[config.mk]
export PLATFORM = sky130hd
export DESIGN_NAME = dvp_cam_tx
export DESIGN_NICKNAME = d
export VERILOG_FILES = /design/src/rtl/dvp_cam_tx.sv
export SDC_FILE = /design/constraint.sdc
export NUM_CORES = 1
export LEC_CHECK = 0
export CAP_MARGIN = 40
export CORE_MARGIN = 4
export CORE_UTILIZATION = 29
export DETAILED_ROUTE_END_ITERATION = 12
export MAX_ROUTING_LAYER = met4
export SLEW_MARGIN = 10
export SYNTH_ARGS = -nofsm -noshare
export SYNTH_HDL_FRONTEND = slang
export SYNTH_SLANG_ARGS = --single-unit
[constraint.sdc]
create_clock -name I_clk -period 5.9 [get_ports I_clk]
set_input_delay 1.475 -clock I_clk [delete_from_list [all_inputs] [get_ports I_clk]]
set_output_delay 1.475 -clock I_clk [all_outputs]
set_load 0.02 [all_outputs]
[src/rtl/dvp_cam_tx.sv]
// DVP camera-port transmitter: serialises RGB565 pixels as high/low byte pairs
// with PIXCLK/VSYNC/HREF framing, emulating an OV2640-style sensor output.
module dvp_cam_tx #(
  parameter int unsigned H_ACT    = 640,
  parameter int unsigned H_BLANK  = 320,
  parameter int unsigned V_ACT    = 480,
  parameter int unsigned VS_LINES = 3,
  parameter int unsigned V_BACK   = 17,
  parameter int unsigned V_FRONT  = 10,
  parameter logic        VS_POL   = 1'b1
) (
  input  logic        I_clk,
  input  logic        I_rst_n,
  input  logic        I_en,
  input  logic [15:0] I_pix_data,
  input  logic        I_pix_valid,
  output logic        O_pix_ready,
  output logic        O_pclk,
  output logic        O_vsync,
  output logic        O_href,
  output logic [9:0]  O_pixdata,
  output logic        O_sof,
  output logic        O_underrun,
  output logic [15:0] O_underrun_cnt
);

  localparam int unsigned LINE_BYTES  = 2 * H_ACT + H_BLANK;
  localparam int unsigned FRAME_LINES = VS_LINES + V_BACK + V_ACT + V_FRONT;
  localparam int BW = $clog2(LINE_BYTES + 1);
  localparam int LW = $clog2(FRAME_LINES + 1);

  localparam logic [BW-1:0] BYTE_LAST = BW'(LINE_BYTES - 1);
  localparam logic [BW-1:0] ACT_BYTES = BW'(2 * H_ACT);
  localparam logic [LW-1:0] LINE_LAST = LW'(FRAME_LINES - 1);
  localparam logic [LW-1:0] VB_START  = LW'(VS_LINES);
  localparam logic [LW-1:0] ACT_START = LW'(VS_LINES + V_BACK);
  localparam logic [LW-1:0] VF_START  = LW'(VS_LINES + V_BACK + V_ACT);

  // state     | meaning
  // ST_IDLE   | stopped, PCLK low, waiting for I_en
  // ST_VSYNC  | VSYNC asserted lines at frame start
  // ST_VBACK  | blank lines before the first active line
  // ST_ACTIVE | lines carrying pixel bytes with HREF
  // ST_VFRONT | blank lines after the last active line
  localparam logic [2:0] ST_IDLE   = 3'd0;
  localparam logic [2:0] ST_VSYNC  = 3'd1;
  localparam logic [2:0] ST_VBACK  = 3'd2;
  localparam logic [2:0] ST_ACTIVE = 3'd3;
  localparam logic [2:0] ST_VFRONT = 3'd4;

  logic [2:0]    state_q, state_d;
  logic          phase_q, phase_d;
  logic [BW-1:0] byte_q, byte_d;
  logic [LW-1:0] line_q, line_d;
  logic          pclk_q, pclk_d;
  logic          vsync_q, vsync_d;
  logic          href_q, href_d;
  logic [7:0]    pixdata_q, pixdata_d;
  logic          sof_q, sof_d;
  logic          und_q, und_d;
  logic [15:0]   und_cnt_q, und_cnt_d;
  logic [15:0]   hold_q, hold_d;
  logic [7:0]    lat_q, lat_d;
  logic          ready_q, ready_d;

  logic          frame_end;
  logic          at_boundary;
  logic          go;
  logic [BW-1:0] byte_nxt;
  logic [LW-1:0] line_nxt;
  logic [2:0]    state_nxt;
  logic          href_nxt;

  // Position of the byte period that starts at the next phase-0 edge.
  always_comb begin
    frame_end   = (state_q != ST_IDLE) && (byte_q == BYTE_LAST) && (line_q == LINE_LAST);
    at_boundary = (state_q == ST_IDLE) || frame_end;
    go          = (state_q != ST_IDLE) || I_en;
    byte_nxt    = '0;
    line_nxt    = '0;
    if (!at_boundary) begin
      if (byte_q == BYTE_LAST) begin
        line_nxt = line_q + 1'b1;
      end else begin
        byte_nxt = byte_q + 1'b1;
        line_nxt = line_q;
      end
    end
    if (at_boundary && !I_en) begin
      state_nxt = ST_IDLE;
    end else if (line_nxt < VB_START) begin
      state_nxt = ST_VSYNC;
    end else if (line_nxt < ACT_START) begin
      state_nxt = ST_VBACK;
    end else if (line_nxt < VF_START) begin
      state_nxt = ST_ACTIVE;
    end else begin
      state_nxt = ST_VFRONT;
    end
    href_nxt = (state_nxt == ST_ACTIVE) && (byte_nxt < ACT_BYTES);
  end

  always_comb begin
    state_d   = state_q;
    phase_d   = phase_q;
    byte_d    = byte_q;
    line_d    = line_q;
    pclk_d    = pclk_q;
    vsync_d   = vsync_q;
    href_d    = href_q;
    pixdata_d = pixdata_q;
    sof_d     = 1'b0;
    und_d     = 1'b0;
    und_cnt_d = und_cnt_q;
    hold_d    = hold_q;
    lat_d     = lat_q;
    ready_d   = ready_q;

    if (I_pix_valid && ready_q) begin
      hold_d  = I_pix_data;
      ready_d = 1'b0;
    end

    if (phase_q) begin
      phase_d = 1'b0;
      pclk_d  = 1'b1;
    end else if (go) begin
      phase_d   = (state_nxt != ST_IDLE);
      pclk_d    = 1'b0;
      state_d   = state_nxt;
      byte_d    = byte_nxt;
      line_d    = line_nxt;
      sof_d     = at_boundary && I_en;
      vsync_d   = (state_nxt == ST_VSYNC) ? VS_POL : ~VS_POL;
      href_d    = href_nxt;
      pixdata_d = 8'h00;
      if (href_nxt) begin
        if (!byte_nxt[0]) begin
          // A full register can never also be loaded on this edge, so the consume is exclusive.
          if (!ready_q) begin
            pixdata_d = hold_q[15:8];
            lat_d     = hold_q[7:0];
            ready_d   = 1'b1;
          end else begin
            lat_d = 8'h00;
            und_d = 1'b1;
            if (und_cnt_q != 16'hFFFF) begin
              und_cnt_d = und_cnt_q + 16'd1;
            end
          end
        end else begin
          pixdata_d = lat_q;
        end
      end
    end
  end

  always_ff @(posedge I_clk or negedge I_rst_n) begin
    if (!I_rst_n) begin
      state_q   <= ST_IDLE;
      phase_q   <= 1'b0;
      byte_q    <= '0;
      line_q    <= '0;
      pclk_q    <= 1'b0;
      vsync_q   <= ~VS_POL;
      href_q    <= 1'b0;
      pixdata_q <= 8'h00;
      sof_q     <= 1'b0;
      und_q     <= 1'b0;
      und_cnt_q <= 16'h0000;
      hold_q    <= 16'h0000;
      lat_q     <= 8'h00;
      ready_q   <= 1'b1;
    end else begin
      state_q   <= state_d;
      phase_q   <= phase_d;
      byte_q    <= byte_d;
      line_q    <= line_d;
      pclk_q    <= pclk_d;
      vsync_q   <= vsync_d;
      href_q    <= href_d;
      pixdata_q <= pixdata_d;
      sof_q     <= sof_d;
      und_q     <= und_d;
      und_cnt_q <= und_cnt_d;
      hold_q    <= hold_d;
      lat_q     <= lat_d;
      ready_q   <= ready_d;
    end
  end

  assign O_pix_ready    = ready_q;
  assign O_pclk         = pclk_q;
  assign O_vsync        = vsync_q;
  assign O_href         = href_q;
  assign O_pixdata      = {pixdata_q, 2'b00};
  assign O_sof          = sof_q;
  assign O_underrun     = und_q;
  assign O_underrun_cnt = und_cnt_q;

endmodule
==> Yosys cells after proc, flatten, opt, wreduce, memory -nomap -nowiden <==
Index checks and enable logic that the tools add are counted.
{ "totals": {"reg_bits": 78, "inputBits": 20} }
{ "op_classes": {"mux": 30, "addsub": 3, "magnitude_cmp": 4, "bitwise": 2, "n_eq_ne": 5, "n_reduce_logical": 16} }
{ "ops": {"columns": ["operator", "n"], "rows": [
  ["two-way mux 8 bit", 4],
  ["two-way mux 11 bit", 2],
  ["two-way mux 1 bit", 18],
  ["two-way mux 9 bit", 2],
  ["adder 16 x 1 -> 16 bit (second input constant)", 1],
  ["inequality test 16 bit (second input constant)", 1],
  ["two-way mux 3 bit", 4],
  ["adder 11 x 1 -> 11 bit (second input constant)", 1],
  ["equality test 11 bit (second input constant)", 1],
  ["less-than comparator 11 bit (second input constant)", 1],
  ["adder 9 x 1 -> 9 bit (second input constant)", 1],
  ["equality test 9 bit (second input constant)", 1],
  ["less-than comparator 9 x 2 -> 1 bit (second input constant)", 1],
  ["less-than comparator 9 x 5 -> 1 bit (second input constant)", 1],
  ["less-than comparator 9 bit (second input constant)", 1],
  ["logical AND 1 bit", 6],
  ["AND reduction 6 bit", 1],
  ["nonzero test 3 bit", 2],
  ["AND reduction 4 bit", 1],
  ["equality test 3 x 1 -> 1 bit (second input constant)", 1],
  ["equality test 3 x 2 -> 1 bit (second input constant)", 1],
  ["zero test 3 bit", 1],
  ["logical OR 1 bit", 2],
  ["NOT 1 bit", 2],
  ["3 further kinds", 3]
]} }

==> Depth between registers and ports, before layout <==
Gate-level depths: netlist (run 1).
{ "depth": {"depth_word": 15, "mapped_depth": 12, "depth_no_buf": 9} }

==> Worst setup path after synthesis (run 1) <==
Ideal clock, no wire load.
{ "synth_timing": {"path_kind": "reg-to-reg", "startpoint": "register byte_q[0]", "endpoint": "register und_cnt_q[2] (netlist: O_underrun_cnt[2])", "stages_incl_launch_ff": 12, "t_required_ns": 5.768, "path_buffers": 2, "arrival_time_ns": 2.691, "path_slack_ns": 3.077, "cell_sequence": "dfrtp_1 > ha_1 > clkbuf_1 > nand2_1 > nor3_1 > mux2i_1 > a21oi_1 > a2111oi_4 > nand3_2 > buf_6 > or3_1 > xnor2_1"} }
{ "synth_via": {"elab_chain_cells": 13, "word_cells_on_any_way": 22, "cone_classes": "add/sub (1); order compare (4); eq/ne (2); mux (8); bitwise (1); reduce/logical (6)"} }
{ "synth_lines": {"columns": ["element", "line_no", "text"], "rows": [
  ["start: declaration", "53", "logic [BW-1:0] byte_q, byte_d;"],
  ["start signal: assignment", "177", "byte_q <= byte_d;"],
  ["equality test 11 bit", "76, 82", null],
  ["logical AND 1 bit (2 in series)", "76", "frame_end = (state_q != ST_IDLE) && (byte_q == BYTE_LAST) && (line_q == LINE_LAST);"],
  ["logical OR 1 bit", "77", "at_boundary = (state_q == ST_IDLE) || frame_end;"],
  ["two-way mux 9 bit", "81", "if (!at_boundary) begin"],
  ["less-than comparator 9 bit", "95", "end else if (line_nxt < VF_START) begin"],
  ["two-way mux 3 bit", "95", null],
  ["two-way mux 3 bit", "93", "end else if (line_nxt < ACT_START) begin"],
  ["two-way mux 3 bit", "91", "end else if (line_nxt < VB_START) begin"],
  ["two-way mux 3 bit", "89", "if (at_boundary && !I_en) begin"],
  ["equality test 3 x 2 -> 1 bit", "100", "href_nxt = (state_nxt == ST_ACTIVE) && (byte_nxt < ACT_BYTES);"],
  ["logical AND 1 bit", "100", null],
  ["AND reduction 6 bit (no source line) (*)", null, null],
  ["end signal: assignment", "185", "und_cnt_q <= und_cnt_d;"],
  ["end: declaration", "61", "logic [15:0] und_cnt_q, und_cnt_d;"]
]} }
Mark *: on every way between the ends. The rest lies on a longest branch, timed or not.
A chain may end at the register's enable or synchronous reset.

==> Worst setup path in the final report (run 1) <==
{ "layout_timing": {"startpoint": "register byte_q[0]", "endpoint": "register pixdata_q[0]"} }
{ "layout_via": {"elab_chain_cells": 13, "word_cells_on_any_way": 22, "cone_classes": "add/sub (1); order compare (4); eq/ne (2); mux (10); reduce/logical (5)"} }
{ "layout_lines": {"columns": ["element", "line_no", "text"], "rows": [
  ["equality test 11 bit", "76, 82", null],
  ["logical AND 1 bit (2 in series)", "76", null],
  ["logical OR 1 bit", "77", null],
  ["two-way mux 9 bit", "81", null],
  ["less-than comparator 9 bit", "95", null],
  ["two-way mux 3 bit", "95", null],
  ["two-way mux 3 bit", "93", null],
  ["two-way mux 3 bit", "91", null],
  ["two-way mux 3 bit", "89", null],
  ["equality test 3 x 2 -> 1 bit", "100", null],
  ["logical AND 1 bit", "100", null],
  ["two-way mux 8 bit (*)", "137", "if (href_nxt) begin"],
  ["end signal: assignment", "182", "pixdata_q <= pixdata_d;"],
  ["end: declaration", "58", "logic [7:0] pixdata_q, pixdata_d;"]
]} }
Marked as above.

==> results.md, run 1 <==
- R2r setup slk: approximately 2.3 ns
- PostCTS Resize Cnt: 0
- Max-cap violations: 0
- Rel. slew slack: 0.412
- Final-report hold violation count: 0
- Design area: 4840 µm²
- CP delay by family, top: simple AND/OR/NAND/NOR gates
- Status: finished clean
- Achievable frequency: 278 MHz
- Setup crit end kind: flop
- Worst stage delay on the critical path: approximately 0.63 ns
- RR Startpoint: byte_q[0]$_DFFE_PN0P_
- Clk buf depth: 2
- DRC: 0
- First-pass iteration count of the detailed router: 4
- Area Growth Syn to Fin: 24.9%
- Final ANT Viol Nets: 0
- Setup WS post-layout: between 2 and 2.5 ns
- Maximum vdd drop: between 0.1 and 0.15 mV
- Vias in the first global route: between 3,000 and 4,000
- Setup violators final: 0
- Setup Slack @ Placement: 2.36 ns
- Detailed Route Iter0 Violations: just under 200
- Crit Path Class: reg2reg
- Startpoint Class: flop
- Pleak: approximately 2 nW
- Num CTS Buffers: 9
- Post-CTS Setup Bufs: 0
- YS warnings: 0
- Hold Crit Start: O_href$_DFFE_PN0P_
- Fin Clk Skew: approximately 0.0060 ns
- Port Buf Inserts: 49
- Critical Path Slowest Stage Cell: nor2_1
- Tmin final: 3.59 ns
- Wire length per cell after detailed routing: 14.8 µm
- Pwr/cell area: between 200 and 250 nW/µm²
- Synth Cell Area: approximately 3900 µm²
- RSZ-0062 raised after global routing: no
- Worst-Margin Slew: 0.875 ns
- H-Tree Depth: 3
- Most used flip-flop cell after synthesis: dfrtp_1
- Chip Height: ~120 µm
- CORE AREA: approximately 13,000 µm²
- Avg Inst Size Synth: about 10 µm²
- Largest net degree at the start of global routing: 65
- Clk pin slew, worst setup/hold paths: around 0.06 ns
- CP Buf/Inv Count: 0
- Crit path DAT: between 3 and 4 ns
- Reg2reg path depth: 9
- Netlist cell types: 52
- Max Slew Vio Count: 0
- Gpl congestion: around 0.86
- Met3 GRT Util: 0.0409
- Final Non-Filler Cells: approximately 610
- First-pass GRT wire length: between 15 and 20 mm
- Via count: between 3,000 and 4,000
- Initial Util: 0.302
- Crit path cell chain: ha_1 > nand2_1 > nor3_1 > mux2i_1 > a21oi_1 > a2111oi_4 > nand3_2 > nor2_1 > a221o_1
- Share of cells above drive strength 1: 0.107
- Avg Vias per Cell: approximately 4.9
- DP HPWL: about 6.5 mm
- GRT busiest layer: met2
- Reg2reg end: pixdata_q[0]$_DFFE_PN0P_
- Period utilisation layout: 0.609
- Async set-reset flop share out of synthesis: 1.00
- Tot GR Track Use: 0.130
- Root buf cell: clkbuf_16
- Post-Syn Instances: between 300 and 400
- Routed WL: approximately 9 mm
- Rows: 41
- Met1 usage: 0.170
- Die ar.: between 15,000 and 20,000 µm²
- CP startpoint: byte_q[0]$_DFFE_PN0P_
- DP Cell Count: between 500 and 600
- Hold_buf cts: 0
- Post-synth EDFFs: 0
- Area post-placement: approximately 4500 µm²
- Chip width: 124 µm
- ANT cells: 0
- # nets final: 460
- Gr ovfl total: 0
- Hold Crit Class: reg2reg
- WHS Path Cells: 2
- Seq/Total Area, Yosys: 0.504
- Setup TNS: 0 ns
- Total clock sinks: 78
- GR Util met2: 0.198
- Synth Register Bits: 78
- Crit Path Max Fanout: 33
- Worst-Skew Late Latency: approximately 0.34 ns
- TritonCTS clock tree: built
- # IOs: 52
- Worst Path Required: between 6 and 7 ns
- Initial antenna violation count: 0
- Hold endpoint: O_href$_DFFE_PN0P_
==> worst max path at each step <==
| stage | slack, ns | to | cells past startpoint |
|---|---|---|---|
| after floorplan | 3.08 | O_underrun_cnt[2]$_DFFE_PN0P_ | 11 |
| final | 2.31 | pixdata_q[0]$_DFFE_PN0P_ | 9 |
| after global placement | 2.47 | pixdata_q[4]$_DFFE_PN0P_ | 8 |
| after global routing | 2.02 | pixdata_q[0]$_DFFE_PN0P_ | 9 |
| after CTS | 2.33 | pixdata_q[0]$_DFFE_PN0P_ | 9 |
| after detailed placement | 2.36 | pixdata_q[0]$_DFFE_PN0P_ | 9 |
==> logic make-up (layout without fill, tap and decap cells) <==
group	count (synthesis)	count (layout)	share of synthesized area
AND/OR/NAND/NOR	162	162	0.216
AO/OA/AOI/OAI	82	82	0.139
flip-flops	78	78	0.504
buffers and inverters	26	76	0.0300
multiplexers	19	19	0.0555
XOR/XNOR	18	18	0.0407
adder cells (fa/ha/maj)	4	4	0.0129
other	1	2	0.000968
==> area by class of cell <==
class,instances,area [µm²]
Fill cell,1275,7990
Clock inverter,7,72.6
Inverter,7,26.3
Clock buffer,9,225
Timing Repair Buffer,53,538
Sequential cell,78,1950
Tap cell,172,215
Multi-Input combinational cell,287,1810
==> stage by stage <==
stage	utilization	hold WS (ns)	total power, mW
6_report	0.377	0.474	1.14
4_1_cts	0.377	0.486	1.16
3_3_place_gp	0.352	0.461	0.596
5_1_grt	0.377	0.497	1.19
2_1_floorplan	-	0.450	0.571
3_5_place_dp	0.354	0.472	0.599
==> worst reg2reg max path, stage by stage (launching register included) <==
cell and delay (ns):
dfrtp_1 0.47, ha_1 0.36, nand2_1 0.18, nor3_1 0.40, mux2i_1 0.23, a21oi_1 0.11
a2111oi_4 0.38, nand3_2 0.50, nor2_1 0.64, a221o_1 0.25
==> routing by layer <==
metal	routed length, µm	vias up
met5	0	-
met4	40	0
met3	406	4
met2	4190	78
met1	4410	1452
li1	-	1489
==> placed cells by master, fill, tap and decap left out, drive strengths merged, types with 10 or more instances in the layout <==
cell           count
dfrtp             77
nand2             51
clkdlybuf4s50     48
o21ai             39
nor2              22
mux2              17
nand3             15
nor3              14
and3              13
and2              13
xor2              12
a21oi             10
o31ai             10
==> synth_stat cells (2+ instances only) <==
cell      number  area (µm²)
and2_1        13        81.3
xor2_1        12         105
nor2_1        21        78.8
buf_2          3        15.0
xnor2_1        6        52.6
a21o_1         2        15.0
o21ai_0       39         195
or3_1          9        56.3
clkbuf_1      13        48.8
o31ai_1       10        75.1
or2_2          2        12.5
nand4_1        9        56.3
nor4_1         4        25.0
a21oi_1       10        50.1
mux2_2        16         180
mux2i_1        2        20.0
a31oi_1        2        12.5
inv_1          6        22.5
nor3b_1        3        22.5
and3_1        13        81.3
a221o_1        8        80.1
dfrtp_1       77        1930
ha_1           4        50.1
nor3_1        14        70.1
buf_4          2        15.0
nand3_1       14        70.1
nand2_1       51         191
==> flip-flops by register name, indices dropped and copies added, names as in the netlist <==
register,flops
byte_q,11
O_vsync,1
hold_q,16
line_q,9
lat_q,8
O_underrun_cnt,16
pixdata_q,8
O_pclk,1
O_href,1
state_q,3
O_underrun,1
phase_q,1
O_sof,1
O_pix_ready,1
==> report_power, final <==
group	total, mW	internal (mW)	switching, mW
sequential	0.550	0.544	0.00547
combinational	0.0384	0.0209	0.0175
clock	0.555	0.329	0.226
total	1.14	0.894	0.249
(Power assumes the default switching activity.)
==> run 2, diff against run 1 <==
clock period = 3.2 ns   (was 5.9 ns; I/O delays follow)
==> results.md, run 2 (same netlist as run 1, synthesis figures left out) <==
- Status: finished clean
- Vias in the first global route: 3,018 (+0.40%)
- GRT busiest layer: met2
- Sequential power share: 0.480 (about the same)
- Die ar.: 15,300 µm² (unchanged)
- Routed WL: 9.12 mm (+0.75%)
- Crit Path Class: reg2reg
- TritonCTS clock tree: built
- Pwr/cell area: 429 nW/µm² (+82%)
- Achievable frequency: 328 MHz (+18%)
- Chip width: 124 µm (unchanged)
- Share of cells above drive strength 1: 0.127 (+0.0201)
- Num CTS Buffers: 9 (unchanged)
- Max-cap violations: 0 (unchanged)
- Rows: 41 (unchanged)
- First-pass iteration count of the detailed router: 4 (unchanged)
- Clk buf depth: 2 (unchanged)
- Detailed Route Iter0 Violations: 207 (+7.3%)
- H-Tree Depth: 3 (unchanged)
- Gr ovfl total: 0 (unchanged)
- Fin Clk Skew: 0.0126 ns (+0.00659 ns)
- Combinational share of power: 0.034 (about the same)
- Crit path DAT: 3.26 ns (-0.61 ns)
- Clock power frac: 0.486 (about the same)
- Post-CTS Setup Bufs: 0 (unchanged)
- Period utilisation layout: 0.952 (+0.343)
- Final-report hold violation count: 0 (unchanged)
- DP HPWL: 6.58 mm (+1.8%)
- Crit Path Max Fanout: 15 (-55%)
- # IOs: 52 (unchanged)
- Met1 usage: 0.185 (+0.0145)
- Pleak: 2.11 nW (+2.4%)
- Setup TNS: 0 ns (unchanged)
- Largest net degree at the start of global routing: 62 (-4.6%)
- Wire length per cell after detailed routing: 14.7 µm (-0.71%)
- Chip Height: 124 µm (unchanged)
- Setup violators final: 0 (unchanged)
- Avg Vias per Cell: 4.96 (+0.54%)
- Hold_buf cts: 0 (unchanged)
- Psw: 0.443 mW (+78%)
- # fillers: 1,316 (+3.2%)
- Final ANT Viol Nets: 0 (unchanged)
- Initial antenna violation count: 0 (unchanged)
- Via count: 3,084 (+2.0%)
- Max Slew Vio Count: 0 (unchanged)
- DRC: 0 (unchanged)
- Worst Path Required: 3.41 ns (-2.76 ns)
- Area Growth Syn to Fin: 27.0%
- Initial Util: 0.302 (unchanged)
- Worst-Skew Late Latency: 0.33 ns (about the same)
- Worst-Margin Slew: 0.720 ns (-0.155 ns)
- Root buf cell: clkbuf_16
- CORE AREA: 12,800 µm² (unchanged)
- Total clock sinks: 78 (unchanged)
- ANT cells: 0 (unchanged)
- Met3 GRT Util: 0.0327 (-0.00817)
- First-pass GRT wire length: 15.4 mm (+1.6%)
- Tmin final: 3.05 ns (-0.548 ns)
- # nets final: 469 (+2.0%)
- P_int: 1.67 mW (+87%)
- Clk pin slew, worst setup/hold paths: 0.06 ns (about the same)
- Startpoint Class: flop
- Gpl congestion: 0.904 (+5.6%)
- RSZ-0062 raised after global routing: no
- Rel. slew slack: 0.519 (+0.107)
- Sw Ratio: 0.210 (-0.00814)
- Hold Crit Class: in2async
- Setup crit end kind: flop
- Most frequent cells in the layout: 77 x dfrtp_1, 51 x nand2_1, 48 x clkdlybuf4s50_1
- Tot GR Track Use: 0.131 (+0.00118)
- Maximum vdd drop: 0.232 mV (+100%)
- Post-layout util: 0.384 (+0.00644)
- GR Util met2: 0.191 (-0.00642)
- Port Buf Inserts: 49 (unchanged)
- Most common cell after layout, fill and taps aside: dfrtp_1
==> run 2: worst paths after layout <==
kind / startpoint / slack, ns / end / depth (start not counted)
hold reg to reg: pixdata_q[7]$_DFFE_PN0P_ / 0.48 / pixdata_q[7]$_DFFE_PN0P_ / 2
setup / recovery: byte_q[6]$_DFFE_PN0P_ / 0.15 / O_underrun_cnt[11]$_DFFE_PN0P_ / 9
min in group I_clk: pixdata_q[7]$_DFFE_PN0P_ / 0.48 / pixdata_q[7]$_DFFE_PN0P_ / 2
max in group asynchronous: I_rst_n / 2.25 / O_pix_ready$_DFF_PN1_ / 2
setup reg to reg: byte_q[6]$_DFFE_PN0P_ / 0.15 / O_underrun_cnt[11]$_DFFE_PN0P_ / 9
hold / removal: I_rst_n / 0.34 / O_href$_DFFE_PN0P_ / 1
==> run 2: power by group through the flow <==
stage	registers (mW)	logic [mW]	clock network [mW]
2_1_floorplan	1.03	0.0240	0
3_3_place_gp	1.03	0.0682	0
3_5_place_dp	1.03	0.0741	0
4_1_cts	1.01	0.0740	1.06
5_1_grt	1.02	0.0818	1.10
6_report	1.01	0.0710	1.03
==> run 2: layout make-up <==
class                   instances  area [µm²]  area share
repair buffers                 62         606       0.123
clock buffers                  11         243      0.0493
flip-flops and latches         78        1950       0.397
multi-input cells             287        1820       0.370
inverters                       7        26.3     0.00534
well taps                     172         215      0.0437
clock inverters                 5        57.6      0.0117
==> run 2: critical path, stage by stage (launching register included) <==
cell and delay [ns]:
dfrtp_1 0.44, nor4b_2 0.40, nand3_1 0.27, o311a_1 0.41, a311oi_1 0.35, or4_4 0.24
nand3_2 0.10, buf_4 0.21, or3_1 0.39, xnor2_1 0.13
==> run 2: metal layers <==
metal	wire length [µm]	up-vias	share of wire
met2	4130	88	0.45
li1	-	1519	-
met5	0	-	0
met1	4580	1472	0.50
met3	359	5	0.039
met4	47	0	0.0052
==> run 2: per-stage QoR <==
step / hold WS, ns / power [mW] / worst slack [ns] / std cells / area [µm²]
global route: 0.348 / 2.19 / 0.00797 / 622 / 4920
CTS: 0.343 / 2.15 / 0.0157 / 622 / 4910
floorplan: 0.450 / 1.05 / 0.377 / 391 / 3880
global placement: 0.466 / 1.10 / 0.0480 / 605 / 4580
finish: 0.342 / 2.11 / 0.155 / 622 / 4920
detailed placement: 0.469 / 1.11 / 0.0124 / 606 / 4610
==> run 2: repair_timing <==
item	4_1_cts	5_1_grt
endpoints found under the setup margin	0	34
endpoints found under the hold margin	0	0
resized for setup	0	2
==> run 3, diff against run 2 <==
CAP_MARGIN = default   (was 40)
==> results.md, run 3 (same netlist as run 1, synthesis figures left out) <==
- ANT cells: 0 (unchanged)
- Rows: 41 (unchanged)
- Area Growth Syn to Fin: 26.4%
- Met3 GRT Util: 0.0354 (+0.00272)
- Worst-Skew Late Latency: 0.33 ns (about the same)
- Initial antenna violation count: 0 (unchanged)
- DP HPWL: 6.46 mm (-1.7%)
- Pleak: 2.10 nW (-0.60%)
- Hold_buf cts: 0 (unchanged)
- Final ANT Viol Nets: 0 (unchanged)
- Reg2reg path depth: 9 (unchanged)
- Root buf cell: clkbuf_16
- Startpoint Class: flop
- Worst-Margin Slew: 0.973 ns (+0.253 ns)
- Crit Path Class: reg2reg
- Initial Util: 0.302 (unchanged)
- Crit Path Max Fanout: 15 (unchanged)
- Avg Vias per Cell: 4.91 (-0.94%)
- Chip width: 124 µm (unchanged)
- Gr ovfl total: 0 (unchanged)
- Achievable frequency: 330 MHz (+0.43%)
- Worst Path Required: 3.42 ns (about the same)
- Total clock sinks: 78 (unchanged)
- Setup WS post-layout: 0.168 ns (+0.0130 ns)
- Maximum vdd drop: 0.252 mV (+8.8%)
- Largest net degree at the start of global routing: 79 (+27%)
- Final-report hold violation count: 0 (unchanged)
- CORE AREA: 12,800 µm² (unchanged)
- Most frequent cells in the layout: 77 x dfrtp_1, 51 x nand2_1, 48 x clkdlybuf4s50_1
- Clk buf depth: 2 (unchanged)
- Clk pin slew, worst setup/hold paths: 0.06 ns (about the same)
- Most common cell after layout, fill and taps aside: dfrtp_1
- GRT busiest layer: met2
- Setup violators final: 0 (unchanged)
- # nets final: 468 (-0.21%)
- Period utilisation layout: 0.948 (-0.00406)
- Port Buf Inserts: 49 (unchanged)
- First-pass GRT wire length: 15.6 mm (+1.4%)
- Num CTS Buffers: 9 (unchanged)
- Share of cells above drive strength 1: 0.127 (+0.000282)
- Rel. slew slack: 0.351 (-0.168)
- First-pass iteration count of the detailed router: 4 (unchanged)
- DP Cell Count: 605 (-0.17%)
- DRC: 0 (unchanged)
- Detailed Route Iter0 Violations: 231 (+12%)
- Met1 usage: 0.184 (-0.000784)
- Hold Crit Class: reg2reg
- H-Tree Depth: 3 (unchanged)
- Final Non-Filler Cells: 621 (-0.16%)
- Setup Slack @ Placement: -0.0100 ns (-0.0224 ns)
- RSZ-0062 raised after global routing: no
- Max-cap violations: 0 (unchanged)
- Via count: 3,050 (-1.1%)
- Pwr/cell area: 431 nW/µm² (+0.32%)
- GR Util met2: 0.195 (+0.00406)
- Routed WL: 9.25 mm (+1.4%)
- Chip Height: 124 µm (unchanged)
- Die ar.: 15,300 µm² (unchanged)
- Status: finished clean
- Setup TNS: 0 ns (unchanged)
- Gpl congestion: 0.904 (unchanged)
- Vias in the first global route: 3,035 (+0.56%)
- Setup crit end kind: flop
- Tmin final: 3.03 ns (-0.0130 ns)
- Total Power: 2.11 mW (-0.14%)
- Fin Clk Skew: 0.00898 ns (-0.00361 ns)
- Crit path DAT: 3.25 ns (about the same)
- Tot GR Track Use: 0.133 (+0.00198)
- Wire length per cell after detailed routing: 14.9 µm (+1.6%)
- WHS Path Cells: 1
- # IOs: 52 (unchanged)
- TritonCTS clock tree: built
- Max Slew Vio Count: 0 (unchanged)
-- run 3: changes by cell type in the layout (fill, tap and decap cells not counted), sizes merged --
cell and change:
buf -1
-- run 3: worst paths after layout --
kind | endpoint | slack (ns) | from
hold reg to reg | O_pclk$_DFFE_PN0P_ | 0.48 | O_pclk$_DFFE_PN0P_
hold / removal | O_pclk$_DFFE_PN0P_ | 0.48 | O_pclk$_DFFE_PN0P_
max in group asynchronous | O_underrun_cnt[9]$_DFFE_PN0P_ | 1.95 | I_rst_n
setup reg to reg | O_underrun_cnt[1]$_DFFE_PN0P_ | 0.17 | byte_q[6]$_DFFE_PN0P_
min in group asynchronous | O_href$_DFFE_PN0P_ | 0.62 | I_rst_n
setup / recovery | O_underrun_cnt[1]$_DFFE_PN0P_ | 0.17 | byte_q[6]$_DFFE_PN0P_
-- run 3: where the power goes --
part | switching, mW | internal, mW | leakage (nW) | total, mW
registers | 0.00996 | 1.00 | 0.986 | 1.01
logic | 0.0316 | 0.0350 | 0.962 | 0.0666
clock network | 0.402 | 0.627 | 0.150 | 1.03
-- run 3: layout make-up --
cell class | instances | area [µm²]
clock buffer | 11 | 243
clock inverter | 5 | 57.6
multi-input combinational | 287 | 1830
timing repair buffer | 61 | 578
fill | 1284 | 7930
sequential | 78 | 1950
tap | 172 | 215
inverter | 7 | 26.3
-- run 3: timing repair --
item / 4_1_cts / 5_1_grt
setup endpoints to repair: 0 / 33
resized for setup: 0 / 3
endpoints found under the hold margin: 0 / 0
setup buffers: 0 / 0
-- run 3: through the flow --
step	cell area [µm²]	hold slack, ns	utilization
floorplan	3880	0.450	-
global placement	4580	0.466	0.357
detailed placement	4580	0.470	0.357
CTS	4880	0.484	0.381
global route	4900	0.504	0.382
finish	4900	0.479	0.382
-- run 3: worst max-delay path, cell delays in order (launching register included) --
cell and delay (ns):
dfrtp_1 0.44, or4b_4 0.58, nor3_1 0.25, buf_4 0.23
a311oi_1 0.13, or4_4 0.59, nand3_2 0.12, buf_4 0.21
nor2_2 0.08, mux2_4 0.29
-- run 3: routing by layer --
metal  wire length [µm]  share of wire
met1               4620           0.50
met2               4240           0.46
met3                316          0.034
met4                 71         0.0077
met5                  0              0
